===== src/rtl/alu_issue_stage_pkg.sv =====
// Shared types and constants for the ALU issue slice: operand type, ALUOp
// encoding (aligned with funct3), RV32I opcode/funct7 constants and the decoded bundle.
package alu_issue_stage_pkg;

    typedef logic [31:0] data_t;
    typedef logic        bool_t;

    typedef enum logic [2:0] {
        ALU_ADD  = 3'd0,
        ALU_SLL  = 3'd1,
        ALU_SLT  = 3'd2,
        ALU_SLTU = 3'd3,
        ALU_XOR  = 3'd4,
        ALU_SR   = 3'd5,
        ALU_OR   = 3'd6,
        ALU_AND  = 3'd7
    } alu_op_e;

    localparam logic [6:0] OPC_OP     = 7'b0110011;
    localparam logic [6:0] OPC_OP_IMM = 7'b0010011;
    localparam logic [6:0] OPC_LUI    = 7'b0110111;
    localparam logic [6:0] OPC_AUIPC  = 7'b0010111;

    localparam logic [6:0] F7_BASE = 7'h00;
    localparam logic [6:0] F7_ALT  = 7'h20;

    typedef struct packed {
        data_t      a;
        data_t      b;
        alu_op_e    op;
        bool_t      mod;
        logic [4:0] rd;
        bool_t      rd_we;
        bool_t      illegal;
    } decoded_alu_t;

    function automatic data_t i_imm(input logic [31:0] instr);
        logic signed [11:0] imm;
        imm = $signed(instr[31:20]);
        return data_t'(32'(imm));
    endfunction

    function automatic data_t u_imm(input logic [31:0] instr);
        return {instr[31:12], 12'b0};
    endfunction

    function automatic data_t shamt(input logic [31:0] instr);
        return {27'b0, instr[24:20]};
    endfunction

endpackage


===== src/rtl/alu_decode.sv =====
// Combinational RV32I decoder for OP, OP-IMM, LUI and AUIPC onto the ALU
// operand interface; anything else is flagged illegal with neutral operands.
module alu_decode
    import alu_issue_stage_pkg::*;
(
    input  logic [31:0]  instr,
    input  logic [31:0]  pc,
    input  logic [31:0]  rs1_data,
    input  logic [31:0]  rs2_data,
    output decoded_alu_t dec
);

    logic [6:0] opcode;
    logic [2:0] funct3;
    logic [6:0] funct7;
    logic       legal;
    data_t      a_raw;
    data_t      b_raw;
    alu_op_e    op_raw;
    logic       mod_raw;

    assign opcode = instr[6:0];
    assign funct3 = instr[14:12];
    assign funct7 = instr[31:25];

    always_comb begin
        legal   = 1'b0;
        a_raw   = '0;
        b_raw   = '0;
        op_raw  = ALU_ADD;
        mod_raw = 1'b0;
        unique case (opcode)
            OPC_OP: begin
                a_raw  = rs1_data;
                b_raw  = rs2_data;
                op_raw = alu_op_e'(funct3);
                legal  = (funct7 == F7_BASE) ||
                         ((funct7 == F7_ALT) && ((funct3 == 3'd0) || (funct3 == 3'd5)));
                // SUB is folded into ADD by negating the second operand.
                if ((funct3 == 3'd0) && (funct7 == F7_ALT)) begin
                    b_raw = ~rs2_data + 32'd1;
                end
                if (funct3 == 3'd5) begin
                    mod_raw = funct7[5];
                end
            end
            OPC_OP_IMM: begin
                a_raw  = rs1_data;
                op_raw = alu_op_e'(funct3);
                if (funct3 == 3'd1) begin
                    b_raw = shamt(instr);
                    legal = (funct7 == F7_BASE);
                end else if (funct3 == 3'd5) begin
                    b_raw   = shamt(instr);
                    legal   = (funct7 == F7_BASE) || (funct7 == F7_ALT);
                    mod_raw = funct7[5];
                end else begin
                    b_raw = i_imm(instr);
                    legal = 1'b1;
                end
            end
            OPC_LUI: begin
                b_raw = u_imm(instr);
                legal = 1'b1;
            end
            OPC_AUIPC: begin
                a_raw = pc;
                b_raw = u_imm(instr);
                legal = 1'b1;
            end
            default: begin
                legal = 1'b0;
            end
        endcase
    end

    // Illegal encodings present neutral operands so execute never sees stale data.
    always_comb begin
        dec         = '0;
        dec.rd      = instr[11:7];
        dec.illegal = !legal;
        if (legal) begin
            dec.a     = a_raw;
            dec.b     = b_raw;
            dec.op    = op_raw;
            dec.mod   = mod_raw;
            dec.rd_we = (instr[11:7] != 5'd0);
        end
    end

endmodule


===== src/rtl/alu_issue_stage.sv =====
// Decode/issue stage: decodes one instruction per handshake into the ID/EX
// register feeding the ALU, with backpressure, flush and an issued counter.
module alu_issue_stage
    import alu_issue_stage_pkg::*;
#(
    parameter int XLEN  = 32,
    parameter int CNT_W = 32
) (
    input  logic             clk,
    input  logic             rst_n,
    input  logic             in_valid,
    output logic             in_ready,
    input  logic [31:0]      in_instr,
    input  logic [XLEN-1:0]  in_pc,
    input  logic [XLEN-1:0]  rs1_data,
    input  logic [XLEN-1:0]  rs2_data,
    input  logic             flush,
    output logic             ex_valid,
    input  logic             ex_ready,
    output logic [XLEN-1:0]  ex_a,
    output logic [XLEN-1:0]  ex_b,
    output logic [2:0]       ex_op,
    output logic             ex_mod,
    output logic [4:0]       ex_rd,
    output logic             ex_rd_we,
    output logic             ex_illegal,
    output logic [CNT_W-1:0] issued_cnt
);

    decoded_alu_t     dec;
    decoded_alu_t     ex_d;
    decoded_alu_t     ex_q;
    logic             ex_valid_d;
    logic             ex_valid_q;
    logic [CNT_W-1:0] issued_cnt_d;
    logic [CNT_W-1:0] issued_cnt_q;
    logic             accept;
    logic             consume;

    alu_decode u_decode (
        .instr    (in_instr),
        .pc       (in_pc),
        .rs1_data (rs1_data),
        .rs2_data (rs2_data),
        .dec      (dec)
    );

    assign in_ready = !ex_valid_q || ex_ready;
    // A flush kills both the held entry and whatever is handshaking this cycle.
    assign accept   = in_valid && in_ready && !flush;
    assign consume  = ex_valid_q && ex_ready && !flush;

    always_comb begin
        ex_valid_d = ex_valid_q;
        if (flush) begin
            ex_valid_d = 1'b0;
        end else if (accept) begin
            ex_valid_d = 1'b1;
        end else if (ex_ready) begin
            ex_valid_d = 1'b0;
        end
    end

    always_comb begin
        ex_d = ex_q;
        if (accept) begin
            ex_d = dec;
        end
    end

    always_comb begin
        issued_cnt_d = issued_cnt_q + {{(CNT_W-1){1'b0}}, consume};
    end

    always_ff @(posedge clk or negedge rst_n) begin
        if (!rst_n) begin
            ex_valid_q   <= 1'b0;
            ex_q         <= '0;
            issued_cnt_q <= '0;
        end else begin
            ex_valid_q   <= ex_valid_d;
            ex_q         <= ex_d;
            issued_cnt_q <= issued_cnt_d;
        end
    end

    assign ex_valid   = ex_valid_q;
    assign ex_a       = ex_q.a;
    assign ex_b       = ex_q.b;
    assign ex_op      = ex_q.op;
    assign ex_mod     = ex_q.mod;
    assign ex_rd      = ex_q.rd;
    assign ex_rd_we   = ex_q.rd_we;
    assign ex_illegal = ex_q.illegal;
    assign issued_cnt = issued_cnt_q;

endmodule


===== config.mk =====
export PLATFORM = sky130hd
export DESIGN_NAME = alu_issue_stage
export DESIGN_NICKNAME = d
export VERILOG_FILES = /design/src/rtl/alu_issue_stage_pkg.sv /design/src/rtl/alu_decode.sv /design/src/rtl/alu_issue_stage.sv
export SDC_FILE = /design/constraint.sdc
export NUM_CORES = 1
export LEC_CHECK = 0
export CAP_MARGIN = 20
export CORE_UTILIZATION = 30
export CTS_BUF_LIST = sky130_fd_sc_hd__clkbuf_8 sky130_fd_sc_hd__clkbuf_16
export DETAILED_ROUTE_END_ITERATION = 7
export PLACE_DENSITY_LB_ADDON = 0.1
export SYNTH_ARGS = -nofsm -noshare
export SYNTH_HDL_FRONTEND = slang
export SYNTH_SLANG_ARGS = --single-unit

===== constraint.sdc =====
create_clock -name clk -period 2.9 [get_ports clk]
set_input_delay 0.725 -clock clk [delete_from_list [all_inputs] [get_ports clk]]
set_output_delay 0.725 -clock clk [all_outputs]
set_load 0.02 [all_outputs]

==> run metrics <==
Die ar.=approximately 19000 um^2; final hold slack=~0.35 ns; Hold Crit Class=primary input to asynchronous set/reset pin; Setup WS post-layout=~0.14 ns; Overflow after GRT=0; Routed wire per std cell=about 18 um; Worst EP arrival=2.04 ns; pwr dens=374 nW/um^2; Routed Antenna Nets=0; CP Capture Type=primary output; Area Overhead vs Synth=62.3%; Register Area=2700 um^2; IO Pins=approximately 240; outcome=finished clean; Fillers=between 1500 and 2000; FF+latch count, synth=~110; cts hold-fix bufs=0; Int Power=between 2 and 2.5 mW; clk_lat worst skew=0.36 ns; Mapped Cells=a little under 600; final setup fails=0; vias in the first global route=5684; Layout Skew=0.00882 ns; Fin. Hold Viols=0; synthesized cell area=5550 um^2; CTS Buffer Depth=2; synth unique cells=57; Detailed Route Iter0 Violations=284; Yosys top cell area share=0.487; CP most frequent cell=clkdlybuf4s50_1; setup TNS=0 ns; Largest stage delay, worst path=0.54 ns; CTS Buf Count=9; async set or reset register ratio after synthesis=1.00; Switching Share=0.273; drc violations=0; top_reg_cell synth=dfrtp_1; Slew HR=0.635; clock slew at reported path FFs=roughly 0.08 ns; Yosys warnings=0; via/cell ratio=about 5.1; actual slew at the worst max-slew pin=about 0.55 ns; Post-Synth Simple-Gate Area=0.183; Final Max Tran Viols=0; Synth Net Count=slightly above 700; cts repair resizes=0; register area share after synthesis=0.487; leak pwr=~3.7 nW; chip height=approximately 140 um; Power Total=approximately 3.4 mW; dpl hpwl=about 15000 um; Core ar.=18000 um^2; routability cong.=about 0.88; die width=138 um; post-synthesis adder-cell area fraction=0.00676; Achievable Freq=approximately 0.36 GHz; Root Buffer=clkbuf_16; Tot GR Track Use=0.208; cell row count=49; Post-Place Setup Slack=-0.146 ns; Critical Path Fanout Max=3; Critical Path Source Type=primary input; postcts setup bufs=0; final worst path period need=2.76 ns; Clock power frac=0.367; logic gate share of total power=0.165; IO buf count=between 200 and 250; flop2flop setup slack=about 0.9 ns; drt total wl=between 15000 and 20000 um; first-pass GRT wire length=around 32000 um; worst vdd ir=around 0.26 mV; NetSw=0.919 mW; largest family of logic cells by synthesized area=compound AO/OA/AOI/OAI gates; syn avg cell area=approximately 9.5 um^2; Post-synth EDFFs=0; Reg power frac=0.468; post-synthesis xor/xnor area fraction=0.0931; max-cap violations=0; CP max stage cell=clkdlybuf4s50_1; Starting Density=0.308; ratio of cells with drive above 1 in the final layout=0.112; vias=5599; crit share post-route=0.953; worst path cell trace=clkdlybuf4s50_1 > nor2b_1 > inv_1 > clkdlybuf4s50_1; clk sinks=108; largest net degree at the start of global routing=75; Final nets=approximately 1000; Core Util, Final=0.500; area occupied by multi-input gates=around 2700 um^2; Pre-antenna DRT Iters=5; Ant. Diodes=0; mux cell area share after synthesis=0.00203; critical path type=primary input to primary output; RSZ-0062 raised after global routing=no; antenna violations before repair=0; post-synth top area cell=dfrtp_1; CP Data Required Time=approximately 2.2 ns; top cells by area, synth=dfrtp_1, xnor2_1, nand2_1; Synth Area in Compound Gates=0.194; CTS tree=done; CTS H-Tree Depth=3
[through the flow]
step	cells	instance area, um^2
floorplan	586	5550
global placement	1089	8710
detailed placement	1089	8710
CTS	1105	9010
global route	1105	9010
finish	1105	9010
[cell type report]
cell class | count | area share
Inverter | 11 | 0.00458
Multi-Input combinational cell | 432 | 0.298
Tap cell | 229 | 0.0318
Timing Repair Buffer | 309 | 0.333
Clock inverter | 7 | 0.00764
Clock buffer | 9 | 0.0250
Sequential cell | 108 | 0.300
[cell usage after synthesis (all sizes together), types with 3 or more instances]
cell    instances
nor3           12
nand4           5
xor2           14
or4             6
nor2b           4
a32oi           3
a22o            8
o211ai          3
nor2           26
and3           11
a21oi          12
buf             5
a22oi          45
clkbuf         29
a221oi          5
nand3          20
o21ai          59
nor4            8
dfrtp         108
xnor2          45
a31oi           9
nand2         104
inv            11
ha              3
[sequential cells by signal, summed over array words and instances (netlist names)]
name and flops:
ex_a 32, ex_b 32, issued_cnt 32, ex_rd 5
ex_op 3, ex_illegal 1, ex_mod 1, ex_rd_we 1
ex_valid 1
[worst paths after layout]
path | from | endpoint | cells past startpoint
worst min register to register | issued_cnt[31]$_DFF_PN0_ | issued_cnt[31]$_DFF_PN0_ | 1
max in group asynchronous | rst_n | ex_b[2]$_DFFE_PN0P_ | 2
worst max-delay path | ex_ready | in_ready | 4
worst max register to register | ex_valid$_DFFE_PN0P_ | issued_cnt[13]$_DFF_PN0_ | 9
min in group clk | issued_cnt[31]$_DFF_PN0_ | issued_cnt[31]$_DFF_PN0_ | 1
worst min-delay path | rst_n | issued_cnt[21]$_DFF_PN0_ | 1
[worst max-delay path: cells and delay by family]
| kind | cells | cell delay (ns) |
|---|---|---|
| buffers and inverters | 3 | 1.06 |
| AND/OR/NAND/NOR | 1 | 0.25 |
[cell families after synthesis]
family	after synthesis
fa+ha+maj	3
flops	108
mux	1
compound gates	161
simple gates	208
buf+inv	46
xor+xnor	59
[power groups by stage]
| stage | Combinational, mW | Sequential (mW) | Clock (mW) |
|---|---|---|---|
| final | 0.556 | 1.58 | 1.24 |
| after global routing | 0.595 | 1.58 | 1.35 |
| after CTS | 0.562 | 1.58 | 1.28 |
| after detailed placement | 0.560 | 1.61 | 0 |
| after global placement | 0.554 | 1.61 | 0 |
| after floorplan | 0.101 | 1.65 | 0 |
[metal layers]
layer / global-route usage / up-vias / part of all wire
met5: 0 / - / 0
met4: 0.0659 / 0 / 0.017
met2: 0.354 / 192 / 0.49
met3: 0.0339 / 19 / 0.047
li1: - / 2689 / -
met1: 0.268 / 2699 / 0.44
[cell usage in the layout (no fill, tap or decap), types with 4 or more instances in the layout]
cell             Yosys  routed
nor3_1              11      10
nor2_1              26      26
a21oi_1             12      12
a22oi_1             45      45
dfrtp_1            108     108
buf_12               0       6
o21ai_0             48      48
nand4_1              5       5
xnor2_1             45      45
and3_1              11      11
clkdlybuf4s50_1      0     240
clkbuf_16            0       9
nand2_1            104     104
a221oi_1             4       4
buf_4                0      63
xor2_1              14      14
nand3_1             20      20
nor4_1               5       4
inv_1               11      11
o21ai_1             11      11
or4_1                4       4
a22o_1               8       8
nor2b_1              4       4
a31oi_1              9       9
(Power assumes the default switching activity.)
